<file path="config.mk">
export PLATFORM = sky130hd
export DESIGN_NAME = prog_loader
export DESIGN_NICKNAME = d
export VERILOG_FILES = /design/src/rtl/prog_loader.sv
export SDC_FILE = /design/constraint.sdc
export NUM_CORES = 1
export LEC_CHECK = 0
export CELL_PAD_IN_SITES_DETAIL_PLACEMENT = 0
export CELL_PAD_IN_SITES_GLOBAL_PLACEMENT = 1
export CORE_MARGIN = 3
export CORE_UTILIZATION = 47
export CTS_CLUSTER_SIZE = 14
export DETAILED_ROUTE_END_ITERATION = 8
export GPL_ROUTABILITY_DRIVEN = 0
export GPL_TIMING_DRIVEN = 0
export PLACE_DENSITY = 0.84
export SETUP_SLACK_MARGIN = 0.2
export SYNTH_ARGS = -nofsm -noshare
export SYNTH_HDL_FRONTEND = slang
export SYNTH_SLANG_ARGS = --single-unit
</file>
<file path="constraint.sdc">
create_clock -name clk -period 4.05 [get_ports clk]
set_clock_uncertainty 0.05 [all_clocks]
set_input_delay 0.81 -clock clk [delete_from_list [all_inputs] [get_ports clk]]
set_output_delay 0.81 -clock clk [all_outputs]
set_load 0.005 [all_outputs]
</file>
<file path="src/rtl/prog_loader.sv">
// Boot loader: assembles a length-prefixed UART byte stream into 16-bit words, writes them to
// program RAM and releases the CPU from reset. Define PROG_LOADER_CHECKSUM_EN for an XOR trailer check.
module prog_loader #(
    parameter int ADDR_W    = 15,
    parameter int BASE_ADDR = 0,
    parameter int TIMEOUT   = 1000000
) (
    input  logic        clk,
    input  logic        rst_n,
    input  logic [7:0]  rx_data,
    input  logic        rx_valid,
    output logic [15:0] mem_addr,
    output logic [15:0] mem_wdata,
    output logic        mem_wr,
    output logic        cpu_rst_n,
    output logic        busy,
    output logic        error,
    output logic [15:0] words_loaded,
    output logic [2:0]  dbg_state
);

    // rx_valid is a one-cycle strobe with no back-pressure: every strobe is consumed by
    // the state it arrives in. mem_wr is a one-cycle strobe the RAM always accepts.
    localparam logic [2:0] S_LEN_HI  = 3'd0;
    localparam logic [2:0] S_LEN_LO  = 3'd1;
    localparam logic [2:0] S_DATA_HI = 3'd2;
    localparam logic [2:0] S_DATA_LO = 3'd3;
`ifdef PROG_LOADER_CHECKSUM_EN
    localparam logic [2:0] S_CHECK   = 3'd4;
    localparam logic [2:0] S_FINAL   = S_CHECK;
`else
    localparam logic [2:0] S_FINAL   = 3'd5;
`endif
    localparam logic [2:0] S_DONE    = 3'd5;
    localparam logic [2:0] S_ERROR   = 3'd6;

    localparam logic [16:0] CAPACITY = 17'((32'd1 << ADDR_W) - BASE_ADDR);

    localparam bit             TO_EN   = (TIMEOUT > 0);
    localparam int             TO_W    = (TIMEOUT > 1) ? $clog2(TIMEOUT) : 1;
    localparam logic [TO_W-1:0] TO_LAST = TO_W'((TIMEOUT > 0) ? TIMEOUT - 1 : 0);

    logic [2:0]        r_state;
    logic [2:0]        w_state_nxt;
    logic [7:0]        r_len_hi;
    logic [15:0]       r_len;
    logic [7:0]        r_hi;
    logic              r_mem_wr;
    logic [15:0]       r_mem_wdata;
    logic [ADDR_W-1:0] r_addr;
    logic [15:0]       r_words;
    logic              r_busy;
    logic              r_cpu_rst_n;
    logic              r_error;
    logic [TO_W-1:0]   r_to_cnt;

    logic [15:0]       w_len;
    logic              w_len_too_big;
    logic              w_last_word;
    logic              w_timeout;

    assign w_len         = {r_len_hi, rx_data};
    assign w_len_too_big = {1'b0, w_len} > CAPACITY;
    assign w_last_word   = (r_words + 16'd1) == r_len;
    assign w_timeout     = TO_EN && r_busy && !rx_valid && (r_to_cnt == TO_LAST);

`ifdef PROG_LOADER_CHECKSUM_EN
    logic [7:0] r_csum;

    // Running XOR of every byte before the trailer, length bytes included.
    always_ff @(posedge clk or negedge rst_n) begin
        if (!rst_n) begin
            r_csum <= 8'h00;
        end else if (rx_valid && (r_state == S_LEN_HI || r_state == S_LEN_LO ||
                                  r_state == S_DATA_HI || r_state == S_DATA_LO)) begin
            r_csum <= r_csum ^ rx_data;
        end
    end
`endif

    always_comb begin
        w_state_nxt = r_state;
        case (r_state)
            S_LEN_HI: if (rx_valid) w_state_nxt = S_LEN_LO;
            S_LEN_LO: begin
                if (rx_valid) begin
                    if (w_len == 16'd0)
                        w_state_nxt = S_FINAL;
                    else if (w_len_too_big)
                        w_state_nxt = S_ERROR;
                    else
                        w_state_nxt = S_DATA_HI;
                end
            end
            S_DATA_HI: if (rx_valid) w_state_nxt = S_DATA_LO;
            S_DATA_LO: if (rx_valid) w_state_nxt = w_last_word ? S_FINAL : S_DATA_HI;
`ifdef PROG_LOADER_CHECKSUM_EN
            S_CHECK: if (rx_valid) w_state_nxt = (rx_data == r_csum) ? S_DONE : S_ERROR;
`endif
            S_DONE, S_ERROR: w_state_nxt = r_state;
            default: w_state_nxt = S_ERROR;
        endcase
        if (w_timeout)
            w_state_nxt = S_ERROR;
    end

    // Status flags are registered from the next state so cpu_rst_n never glitches.
    always_ff @(posedge clk or negedge rst_n) begin
        if (!rst_n) begin
            r_state     <= S_LEN_HI;
            r_busy      <= 1'b0;
            r_cpu_rst_n <= 1'b0;
            r_error     <= 1'b0;
        end else begin
            r_state     <= w_state_nxt;
            r_busy      <= (w_state_nxt != S_LEN_HI) && (w_state_nxt != S_DONE) &&
                           (w_state_nxt != S_ERROR);
            r_cpu_rst_n <= (w_state_nxt == S_DONE);
            r_error     <= (w_state_nxt == S_ERROR);
        end
    end

    always_ff @(posedge clk or negedge rst_n) begin
        if (!rst_n) begin
            r_len_hi    <= 8'h00;
            r_len       <= 16'h0000;
            r_hi        <= 8'h00;
            r_mem_wr    <= 1'b0;
            r_mem_wdata <= 16'h0000;
            r_addr      <= ADDR_W'(BASE_ADDR);
            r_words     <= 16'h0000;
        end else begin
            r_mem_wr <= 1'b0;
            // Address advances only after the write cycle so it is stable under mem_wr.
            if (r_mem_wr) begin
                r_addr  <= r_addr + ADDR_W'(1);
                r_words <= r_words + 16'd1;
            end
            if (rx_valid && r_state == S_LEN_HI)
                r_len_hi <= rx_data;
            if (rx_valid && r_state == S_LEN_LO)
                r_len <= w_len;
            if (rx_valid && r_state == S_DATA_HI)
                r_hi <= rx_data;
            if (rx_valid && r_state == S_DATA_LO) begin
                r_mem_wr    <= 1'b1;
                r_mem_wdata <= {r_hi, rx_data};
            end
        end
    end

    always_ff @(posedge clk or negedge rst_n) begin
        if (!rst_n)
            r_to_cnt <= '0;
        else if (!r_busy || rx_valid)
            r_to_cnt <= '0;
        else if (!w_timeout)
            r_to_cnt <= r_to_cnt + TO_W'(1);
    end

    assign mem_addr     = {1'b0, 15'(r_addr)};
    assign mem_wdata    = r_mem_wdata;
    assign mem_wr       = r_mem_wr;
    assign cpu_rst_n    = r_cpu_rst_n;
    assign busy         = r_busy;
    assign error        = r_error;
    assign words_loaded = r_words;
    assign dbg_state    = r_state;

endmodule

</file>
After elaboration in Yosys (flattened, before gate mapping)
Index checks and enable logic that the tools add are counted.
W data, S select, Z words.
- input bits: 11
- flip-flop bits (word level): 106
- output and inout bits: 55
- reduce and logical (&&, ||, !) cells: 15
- multiplexer cells: 12
- add/sub/neg operators: 3
- magnitude comparators: 1
- equality and inequality tests: 12
- operator list (kind ; number):
    $mux W20 ; 2
    $mux W3 ; 8
    $add A20 B1 Y20 const B ; 1
    $eq A20 B20 Y1 const B ; 1
    $add A16 B1 Y16 const B ; 1
    $eq A16 B16 Y1 ; 1
    $gt A16 B16 Y1 const B ; 1
    $logic_not A16 Y1 ; 1
    $add A15 B1 Y15 const B ; 1
    $pmux W3 S5 ; 1
    $eq A3 B3 Y1 const B ; 4
    $logic_and A1 B1 Y1 ; 8
    $eq A3 B2 Y1 const B ; 2
    $ne A3 B3 Y1 const B ; 2
    $eq A3 B1 Y1 const B ; 1
    $logic_not A3 Y1 ; 1
    $reduce_bool A3 Y1 ; 1
    $logic_not A1 Y1 ; 2
    $ne A2 B1 Y1 const B ; 1
    $reduce_or A2 Y1 ; 1
    $logic_or A1 B1 Y1 ; 1
    $mux W1 ; 1

Depth between registers and ports, before layout
Gate-level depths: netlist (run 1).
- depth in word-level cells: 9
- depth in mapped cells: 8
- mapped depth without buffers: 7

Worst setup path before layout (run 1)
OpenSTA, ideal clock, no wires.
- kind: flip-flop to flip-flop
- start: register r_words[0] (netlist: words_loaded[0])
- end: register r_state[1] (netlist: dbg_state[1])
- library setup time: 124 ps
- data required time: 3876 ps
- clock period less this slack: 2561 ps
- path slack: 1489 ps
- arrival: 2387 ps
- stages on the path, launching flop included: 8
- cells stage by stage: dfrtp_1 ha_1 xor2_1 o2111ai_1 o21ai_0 or4_1 or4_4 o31a_1
- word-level cells in the longest chain between the ends: 6
- ends and longest elaborated chain (item ; line ; text):
    start, declared ; 51 ; logic [15:0] r_words;
    start signal, assigned ; 137 ; r_words <= r_words + 16'd1;
    $add A16 B1 Y16 ; 64 ; assign w_last_word = (r_words + 16'd1) == r_len;
    $eq A16 B16 Y1 ; 64 ;
    $mux W3 (2 in series) ; 96 ; S_DATA_LO: if (rx_valid) w_state_nxt = w_last_word ? S_FINAL : S_DATA_HI;
    $pmux W3 S5 ; 83 ; case (r_state)
    $mux W3 ; 103 ; if (w_timeout)
    named net w_state_nxt[1] ; 44 ; logic [2:0] w_state_nxt;
    end signal, assigned ; 115 ; r_state <= w_state_nxt;
    end, declared ; 43 ; logic [2:0] r_state;
The timed path passes the listed nets, and every way through them passes these cells.
A chain may end at the register's enable or synchronous reset.

Final worst setup path (run 1)
Same ends and word-level chain as after synthesis.

==> impl_metrics.json, run 1 <==
{
  "status": "complete, no violations",
  "synth.area.top_cells": "dfrtp_1 52%, mux2_2 11%, xnor2_1 5.7%",
  "vdd.ir_drop.worst_uv": 203.8,
  "drc": 0,
  "critPathMaxFanout": 7,
  "grt_max_degree": 71,
  "drt-total-wl_um": 10630,
  "vias": 3624,
  "tightest_slew_ns": 1.175,
  "final_hold_viol_count": 0,
  "synth_seq_area_share_pct": 52.33,
  "overflow": 0,
  "io_buffer_count": 64,
  "yosys_warnings": 0,
  "critical_path_class": "flip-flop to flip-flop",
  "hold_buffers": 0,
  "diodes": 0,
  "syn_nets": 461,
  "synth_seq_cells": 106,
  "layoutNonFillerInstCount": 663,
  "syn-instance-count": 446,
  "cts_setup_buffers": 0,
  "place_area_um2": 5904,
  "hp-class": "input port to async pin",
  "finalPower_mw": 1.829,
  "synth_area_leader_cell": "dfrtp_1",
  "synth_top_area_share_pct": 52.33,
  "detail_route.first_pass.iterations": 4,
  "fin_crit_sh_pct": 71.29,
  "p_per_area_nw_per_um2": 298.9,
  "path_cells": "ha_1 -> nand4_1 -> o21ai_0 -> o311ai_0 -> or4_1 -> or4_4 -> o31a_1",
  "cp.arrival_ns": 3.12,
  "setup_viol": 0,
  "clkTransAtPathRegs_ns": 0.11,
  "dp_slack_ns": 0.9354,
  "rr_endpoint": "dbg_state[1]",
  "dpl.hpwl_um": 7664,
  "cpPeakStageDelay_ns": 0.54,
  "start_util_pct": 48.66,
  "die_h_um": 109.8,
  "htreeDepth": 3,
  "root_buffer": "clkbuf_8",
  "ys.flop_type": "dfrtp_1",
  "grt_usage_pct": 19.49,
  "insertion_delay_ns": 0.38,
  "drive_above_1_share_pct": 16.51,
  "slew_headroom_pct": 21.49,
  "ioPinCount": 66,
  "drtIter0Drc": 210,
  "grt_pass1_wl_um": 18370,
  "rr_worst_depth": 7,
  "rsz0062_at_grt": "no",
  "syn2layout_area_growth_pct": 20.74,
  "rrSetupSlack_ns": 1.16,
  "grt_antenna_before_repair": 0,
  "dpl.cell_count": 647,
  "maxSlewViolCount": 0,
  "setup.worst_path.start_class": "flip-flop",
  "wl_per_cell_um": 16.04,
  "synth_async_sr_flop_share_pct": 100.0,
  "cts_tree": "done",
  "first_global_vias": 3714,
  "ctsResizeCount": 0,
  "fill_cells": 909,
  "final_cell_mix": "106 x dfrtp_1, 63 x clkdlybuf4s50_1, 49 x mux2_2, 35 x nor2_1, 34 x nand2_1",
  "row_count": 37,
  "slowest_stage": "or4_4",
  "die_area_um2": 12070,
  "syn_area_per_cell_um2": 11.36,
  "ys_types": 60,
  "fin_ws_ns": 1.163,
  "p_leak_nw": 2.675,
  "final_common_cell": "dfrtp_1",
  "min_period_ns": 2.887,
  "cap_violations": 0,
  "cts_max_path_buffers": 2,
  "critPathRequiredTime_ns": 4.28,
  "cts.sinks": 106,
  "finalNetCount": 537,
  "design_area_um2": 6120,
  "cp-end-kind": "flip-flop",
  "via_per_inst": 5.466,
  "worstReg2RegStart": "words_loaded[0]",
  "fmax_mhz": 346.4,
  "die_width_um": 109.8,
  "numCtsBuffers": 9,
  "synth_enable_flop_cells": 0,
  "antenna_left": 0,
  "netlist_area_um2": 5069,
  "coreArea_um2": 10420
}
## power breakdown
part | total, mW | switching [mW] | leakage, nW | internal (mW)
clock network | 0.694 | 0.392 | 0.106 | 0.302
registers | 1.07 | 0.00770 | 1.45 | 1.07
logic | 0.0619 | 0.0376 | 1.12 | 0.0243
total | 1.83 | 0.437 | 2.68 | 1.39
## state kept, by name, summed over array words and instances (netlist names)
name          flops
r_len            16
r_addr           15
words_loaded     16
r_len_hi          8
dbg_state         3
r_to_cnt         20
r_hi              8
busy              1
cpu_rst_n         1
error             1
mem_wdata        16
mem_wr            1
## critical path: cells and delay by family (launching register included)
kind / cells / cell delay (ns)
simple gates: 3 / 1.21
compound gates: 3 / 0.61
flops: 1 / 0.53
fa+ha+maj: 1 / 0.38
## cells in the mapped netlist (2+ instances only)
master     instances
o2bb2ai_1          2
nor2_1            35
or3_1              3
nor2b_1            2
a21oi_1            6
and4_1             3
mux2_2            49
nor4_1             7
or2_2              2
buf_4              4
nand3_1           24
o21ai_0           10
xor2_1            30
o311ai_0           2
nand3b_1           2
dfrtp_1          106
o31ai_1            2
buf_2              4
nor3_1             4
xnor2_1           33
o211ai_1           6
or4_1              3
inv_1              4
clkbuf_1           7
ha_1               4
and3_1            12
nand2b_1           2
nand2_1           34
nand4_1           12
o2111ai_1          2
## layout make-up
cell class | instances | area (µm²) | share of cell area [%]
Multi-Input combinational cell | 317 | 2301 | 37.60
Inverter | 5 | 18.77 | 0.3067
Clock buffer | 9 | 123.9 | 2.024
Sequential cell | 106 | 2653 | 43.34
Tap cell | 136 | 170.2 | 2.781
Clock inverter | 7 | 91.34 | 1.493
Timing Repair Buffer | 65 | 665.6 | 10.88
Buffer | 18 | 96.34 | 1.574
## metal layers
metal | track usage (%) | wire, µm | vias up
met5 | 0 | 0 | -
met4 | 5.343 | 117 | 0
met2 | 31.28 | 5165 | 84
met1 | 26.32 | 4798 | 1794
li1 | - | - | 1734
met3 | 4.874 | 551 | 12
## worst max path at each step
stage	startpoint	end
after floorplan	words_loaded[0]	dbg_state[1]
after global placement	rst_n	words_loaded[8]
after detailed placement	rx_valid	r_len[14]
after CTS	words_loaded[0]	dbg_state[1]
after global routing	words_loaded[0]	dbg_state[1]
final	words_loaded[0]	dbg_state[1]
## metrics by stage
step	util [%]	hold WS (ns)	setup TNS [ns]
final	58.75	0.3424	0
after global routing	58.75	0.3544	0
after CTS	58.75	0.3447	0
after detailed placement	56.68	0.4398	0
after global placement	56.44	0.4104	-190.71
after floorplan	-	0.4182	0
## cells by family (layout without fill, tap and decap cells)
logic type                 count (synthesis)  after routing  synth area share, %
and+or+nand+nor                          161            161                17.23
DFF                                      106            106                52.33
xor gates and xnor gates                  63             63                10.89
muxes                                     50             50                11.08
AOI/OAI and AO/OA                         38             38                5.135
buffers and inverters                     23            104                2.271
adders and majority gates                  4              4               0.9874
other                                      1              1              0.07398
Note: power is estimated with default switching activity, not from simulation.
==> inputs of run 2 (changes only) <==
--- a/config.mk
+++ b/config.mk
@@ -8,12 +8,12 @@
 export CELL_PAD_IN_SITES_DETAIL_PLACEMENT = 0
 export CELL_PAD_IN_SITES_GLOBAL_PLACEMENT = 1
 export CORE_MARGIN = 3
-export CORE_UTILIZATION = 47
+export CORE_UTILIZATION = 44
 export CTS_CLUSTER_SIZE = 14
 export DETAILED_ROUTE_END_ITERATION = 8
 export GPL_ROUTABILITY_DRIVEN = 0
 export GPL_TIMING_DRIVEN = 0
-export PLACE_DENSITY = 0.84
+export PLACE_DENSITY = 0.8
 export SETUP_SLACK_MARGIN = 0.2
 export SYNTH_ARGS = -nofsm -noshare
 export SYNTH_HDL_FRONTEND = slang
==> constraint.sdc (replaced) <==
create_clock -name clk -period 2.7 [get_ports clk]
set_clock_uncertainty 0.05 [all_clocks]
set_input_delay 0.54 -clock clk [delete_from_list [all_inputs] [get_ports clk]]
set_output_delay 0.54 -clock clk [all_outputs]
set_load 0.005 [all_outputs]
==> run 2 against run 1 <==
Register-to-register slack got worse by 1.1 ns; sequential power rose by 50%; hold slack got worse by 0.24 ns; first-iteration DRC count rose by 9.5%; sequential cell count did not move; largest cell class unchanged.
==> impl_metrics.json, run 2 (synthesized netlist as in run 1, its figures left out) <==
{
  "drive_above_1_share_pct": 20.86,
  "worstReg2RegStart": "words_loaded[1]",
  "p_per_area_nw_per_um2": 482.7,
  "critPathMaxFanout": 6,
  "rsz0062_at_grt": "yes",
  "hp-class": "input port to async pin",
  "grt_max_degree": 72,
  "grt_antenna_before_repair": 0,
  "diodes": 0,
  "coreArea_um2": 11030,
  "fin_crit_sh_pct": 95.86,
  "final_hold_viol_count": 0,
  "fmax_mhz": 386.4,
  "maxSlewViolCount": 0,
  "critical_path_class": "flip-flop to flip-flop",
  "vias": 3641,
  "cts_tree": "done",
  "htreeDepth": 3,
  "fin_hold_ws_ns": 0.09886,
  "regMostFlops": "r_to_cnt",
  "clkTransAtPathRegs_ns": 0.08,
  "rr_endpoint": "dbg_state[1]",
  "vdd.ir_drop.worst_uv": 396.8,
  "rr_worst_depth": 7,
  "first_global_vias": 3636,
  "hold_buffers": 0,
  "final_common_cell": "dfrtp_1",
  "cp-end-kind": "flip-flop",
  "min_period_ns": 2.588,
  "slowest_stage": "or4_4",
  "p_leak_nw": 2.798,
  "critPathRequiredTime_ns": 2.89,
  "setup_viol": 0,
  "cp.arrival_ns": 2.78,
  "dpl.cell_count": 651,
  "cts_max_path_buffers": 2,
  "tightest_slew_ns": 1.027,
  "largest_reg_flops": 20,
  "finalNetCount": 547,
  "wl_per_cell_um": 16.54,
  "dpl.hpwl_um": 7713,
  "insertion_delay_ns": 0.35,
  "post-route-util_pct": 58.08,
  "via_per_inst": 5.378,
  "grt_usage_pct": 17.88,
  "syn2layout_area_growth_pct": 26.39,
  "die_h_um": 113.3,
  "die_area_um2": 12840,
  "rrSetupSlack_ns": 0.11,
  "drt-total-wl_um": 11200,
  "path_cells": "ha_4 -> xor2_1 -> o2111ai_1 -> o21ai_1 -> or4_1 -> or4_4 -> o31a_1",
  "status": "complete, no violations",
  "antenna_left": 0,
  "numCtsBuffers": 9,
  "cap_violations": 0,
  "layoutNonFillerInstCount": 677,
  "ioPinCount": 66,
  "cpPeakStageDelay_ns": 0.54,
  "die_width_um": 113.3,
  "setup.worst_path.start_class": "flip-flop",
  "cts.sinks": 106,
  "fill_cells": 972,
  "drtIter0Drc": 230,
  "detail_route.first_pass.iterations": 4,
  "start_util_pct": 45.95,
  "slew_headroom_pct": 30.99,
  "row_count": 38,
  "drc": 0,
  "overflow": 0,
  "grt_pass1_wl_um": 18330,
  "root_buffer": "clkbuf_16",
  "final_cell_mix": "104 x dfrtp_1, 63 x clkdlybuf4s50_1, 49 x mux2_2, 34 x nand2_1",
  "io_buffer_count": 64
}
run 2: cell count changes in the layout (fill, tap and decap cells not counted), moves of 3 or more:
cell       before  now
buf_4           5   18
clkbuf_16       0    9
clkbuf_8        9    0
buf_2           4    0
nor2_1         35   32
o21ai_0        10    7
o21ai_1         0    3
run 2: per-layer routing:
metal | routed length, µm | global-route usage [%]
met1 | 5224 | 24.68
met2 | 5441 | 28.67
met3 | 464 | 4.706
met4 | 65 | 3.686
met5 | 0 | 0
run 2: worst max-delay path: cells and delay by family, from the launching register on:
family,cells,cell delay (ns)
and+or+nand+nor,2,1.07
AOI/OAI and AO/OA,3,0.53
DFF,1,0.47
adders and majority gates,1,0.20
xor gates and xnor gates,1,0.15
run 2: cell type report:
class / instances / area (µm²) / share of cell area, %
multi-input combinational: 317 / 2386 / 37.25
timing repair buffer: 75 / 740.7 / 11.56
clock inverter: 7 / 91.34 / 1.426
clock buffer: 9 / 225.2 / 3.516
sequential: 106 / 2655 / 41.45
inverter: 5 / 18.77 / 0.2930
tap: 140 / 175.2 / 2.734
buffer: 18 / 113.9 / 1.777
run 2: worst max path at each step:
stage,depth (start not counted),slack [ns],start,endpoint
final,7,0.11,words_loaded[1],dbg_state[1]
after global routing,7,0.04,words_loaded[1],dbg_state[1]
after CTS,7,0.12,words_loaded[1],dbg_state[1]
after detailed placement,4,-0.19,rx_valid,r_hi[0]
after global placement,1,-3.33,rst_n,words_loaded[0]
after floorplan,7,0.22,words_loaded[0],dbg_state[1]
run 2: repair_timing:
action,in CTS,in global routing
pin swaps,1,3
cloned,0,0
buffers inserted,7,3
setup endpoints to repair,6,26
gates resized for setup,15,14
run 2: metrics by stage:
step	power (mW)	setup slack, ns	setup TNS [ns]	cell area, µm²
final	3.092	0.1118	0	6406
after global routing	3.214	0.04488	0	6406
after CTS	3.132	0.1233	0	6342
after detailed placement	1.737	-0.1893	-2.584	5913
after global placement	1.731	-3.330	-312.85	5888
after floorplan	1.666	0.2159	0	5072
run 2: power by group:
part / internal, mW / switching [mW] / total [mW]
logic: 0.0375 / 0.0564 / 0.0939
clock network: 0.745 / 0.643 / 1.39
registers: 1.60 / 0.0120 / 1.61
total: 2.38 / 0.712 / 3.09
==> inputs of run 3 (changes only) <==
--- a/config.mk
+++ b/config.mk
@@ -8,13 +8,14 @@
 export CELL_PAD_IN_SITES_DETAIL_PLACEMENT = 0
 export CELL_PAD_IN_SITES_GLOBAL_PLACEMENT = 1
 export CORE_MARGIN = 3
-export CORE_UTILIZATION = 44
+export CORE_UTILIZATION = 40
 export CTS_CLUSTER_SIZE = 14
 export DETAILED_ROUTE_END_ITERATION = 8
 export GPL_ROUTABILITY_DRIVEN = 0
 export GPL_TIMING_DRIVEN = 0
-export PLACE_DENSITY = 0.8
+export PLACE_DENSITY = 0.73
 export SETUP_SLACK_MARGIN = 0.2
+export SKIP_CTS_REPAIR_TIMING = 1
 export SYNTH_ARGS = -nofsm -noshare
 export SYNTH_HDL_FRONTEND = slang
 export SYNTH_SLANG_ARGS = --single-unit
==> run 3 against run 2 <==
Highest routed layer unchanged; via count rose by 1.3%; fmax shrank 0.54%; combinational power up 2.4%; register-to-register slack is essentially flat; sequential power about the same; sequential share of layout area shrank 0.61 points; critical path depth unchanged; global-route usage decreased by 1.3 points; largest cell class unchanged; routed wire length rose by 0.94%.
==> impl_metrics.json, run 3 (synthesized netlist as in run 1, its figures left out) <==
{
  "syn2layout_area_growth_pct": 28.34,
  "ioPinCount": 66,
  "dp_slack_ns": -0.2011,
  "cts_tree": "done",
  "clkTransAtPathRegs_ns": 0.07,
  "grt_pass1_wl_um": 18690,
  "final_common_cell": "dfrtp_1",
  "die_h_um": 118.6,
  "vdd.ir_drop.worst_uv": 397.0,
  "wl_met2_um": 5293,
  "io_buffer_count": 64,
  "cp.arrival_ns": 2.79,
  "first_global_vias": 3644,
  "cp-end-kind": "flip-flop",
  "critPathMaxFanout": 7,
  "setup_viol": 0,
  "insertion_delay_ns": 0.35,
  "drt-total-wl_um": 11300,
  "setup.worst_path.start_class": "flip-flop",
  "p_leak_nw": 2.827,
  "wl_per_cell_um": 15.90,
  "tightest_slew_ns": 1.247,
  "drive_above_1_share_pct": 22.65,
  "die_width_um": 118.6,
  "via_per_inst": 5.187,
  "root_buffer": "clkbuf_16",
  "rsz0062_at_grt": "yes",
  "drtIter0Drc": 232,
  "wl_met3_um": 394,
  "finalNetCount": 553,
  "die_area_um2": 14060,
  "fin_crit_sh_pct": 96.38,
  "overflow": 0,
  "grt_usage_pct": 16.60,
  "htreeDepth": 3,
  "diodes": 0,
  "dpl.cell_count": 679,
  "dpl.hpwl_um": 7941,
  "drc": 0,
  "rrSetupSlack_ns": 0.1,
  "fmax_mhz": 384.3,
  "top_layer": "met4",
  "maxSlewViolCount": 0,
  "coreArea_um2": 12210,
  "wl_met1_um": 5468,
  "row_count": 40,
  "regMostFlops": "r_to_cnt",
  "hp-class": "input port to async pin",
  "p_per_area_nw_per_um2": 456.5,
  "cts.sinks": 106,
  "layoutNonFillerInstCount": 711,
  "cts_max_path_buffers": 2,
  "fill_cells": 1130,
  "largest_reg_flops": 20,
  "critical_path_class": "flip-flop to flip-flop",
  "grt_antenna_before_repair": 0,
  "final_cell_mix": "103 x dfrtp_1, 63 x clkdlybuf4s50_1, 49 x mux2_2, 33 x nand2_1, 33 x nor2_1",
  "cap_violations": 0,
  "vias": 3688,
  "final_hold_viol_count": 0,
  "critPathRequiredTime_ns": 2.89,
  "antenna_left": 0,
  "grt_max_degree": 67,
  "numCtsBuffers": 9,
  "start_util_pct": 41.51,
  "detail_route.first_pass.iterations": 4,
  "slew_headroom_pct": 16.71,
  "fin_ws_ns": 0.09774,
  "status": "complete, no violations",
  "min_period_ns": 2.602
}
[run 3: cell count changes in the layout (fill, tap and decap cells not counted), moves of 2 or more]
cell	change
buf_4	+6
clkbuf_8	+2
clkinvlp_4	+2
inv_6	-2
[run 3: routing by layer]
metal	vias to the layer above	global-route usage (%)
met4	0	5.503
met3	11	4.258
met1	1841	22.65
met2	68	25.83
met5	-	0
li1	1768	-
[run 3: cell type report]
cell class	instances	area [µm²]	area share, %
Sequential cell	106	2656	40.83
Clock inverter	5	36.28	0.5578
Timing Repair Buffer	81	789.5	12.14
Inverter	5	18.77	0.2885
Buffer	18	111.4	1.712
Tap cell	168	210.2	3.231
Multi-Input combinational cell	317	2430	37.35
Clock buffer	11	252.7	3.885
[run 3: worst paths after layout]
kind | to | from | cells past startpoint
min in group clk | r_addr[14] | r_addr[14] | 1
max in group asynchronous | words_loaded[5] | rst_n | 2
worst max register to register | dbg_state[1] | words_loaded[0] | 7
worst min-delay path | mem_wdata[9] | rst_n | 1
worst max-delay path | dbg_state[1] | words_loaded[0] | 7
worst min register to register | r_addr[14] | r_addr[14] | 1
[run 3: worst max-delay path, stage by stage (launching register included)]
cell and delay, ns:
dfrtp_2 0.48, ha_4 0.22, xor2_1 0.16, o2111ai_1 0.16, o21ai_1 0.09, or4_1 0.52
or4_4 0.55, o31a_1 0.27
[run 3: stage by stage]
stage / TNS (ns) / power (mW) / util, % / instance area [µm²] / hold WS (ns)
floorplan: 0 / 1.666 / - / 5072 / 0.1944
global placement: -316.64 / 1.732 / 48.50 / 5923 / 0.4108
detailed placement: -2.961 / 1.739 / 48.71 / 5948 / 0.4158
CTS: -0.08733 / 3.025 / 51.08 / 6237 / 0.1360
global route: -0.003906 / 3.092 / 53.27 / 6505 / 0.1548
finish: 0 / 2.970 / 53.27 / 6505 / 0.1301
[run 3: power by group]
part	total, mW	internal (mW)	switching (mW)
registers	1.61	1.60	0.0111
logic	0.0962	0.0378	0.0584
clock network	1.26	0.677	0.586
total	2.97	2.31	0.655
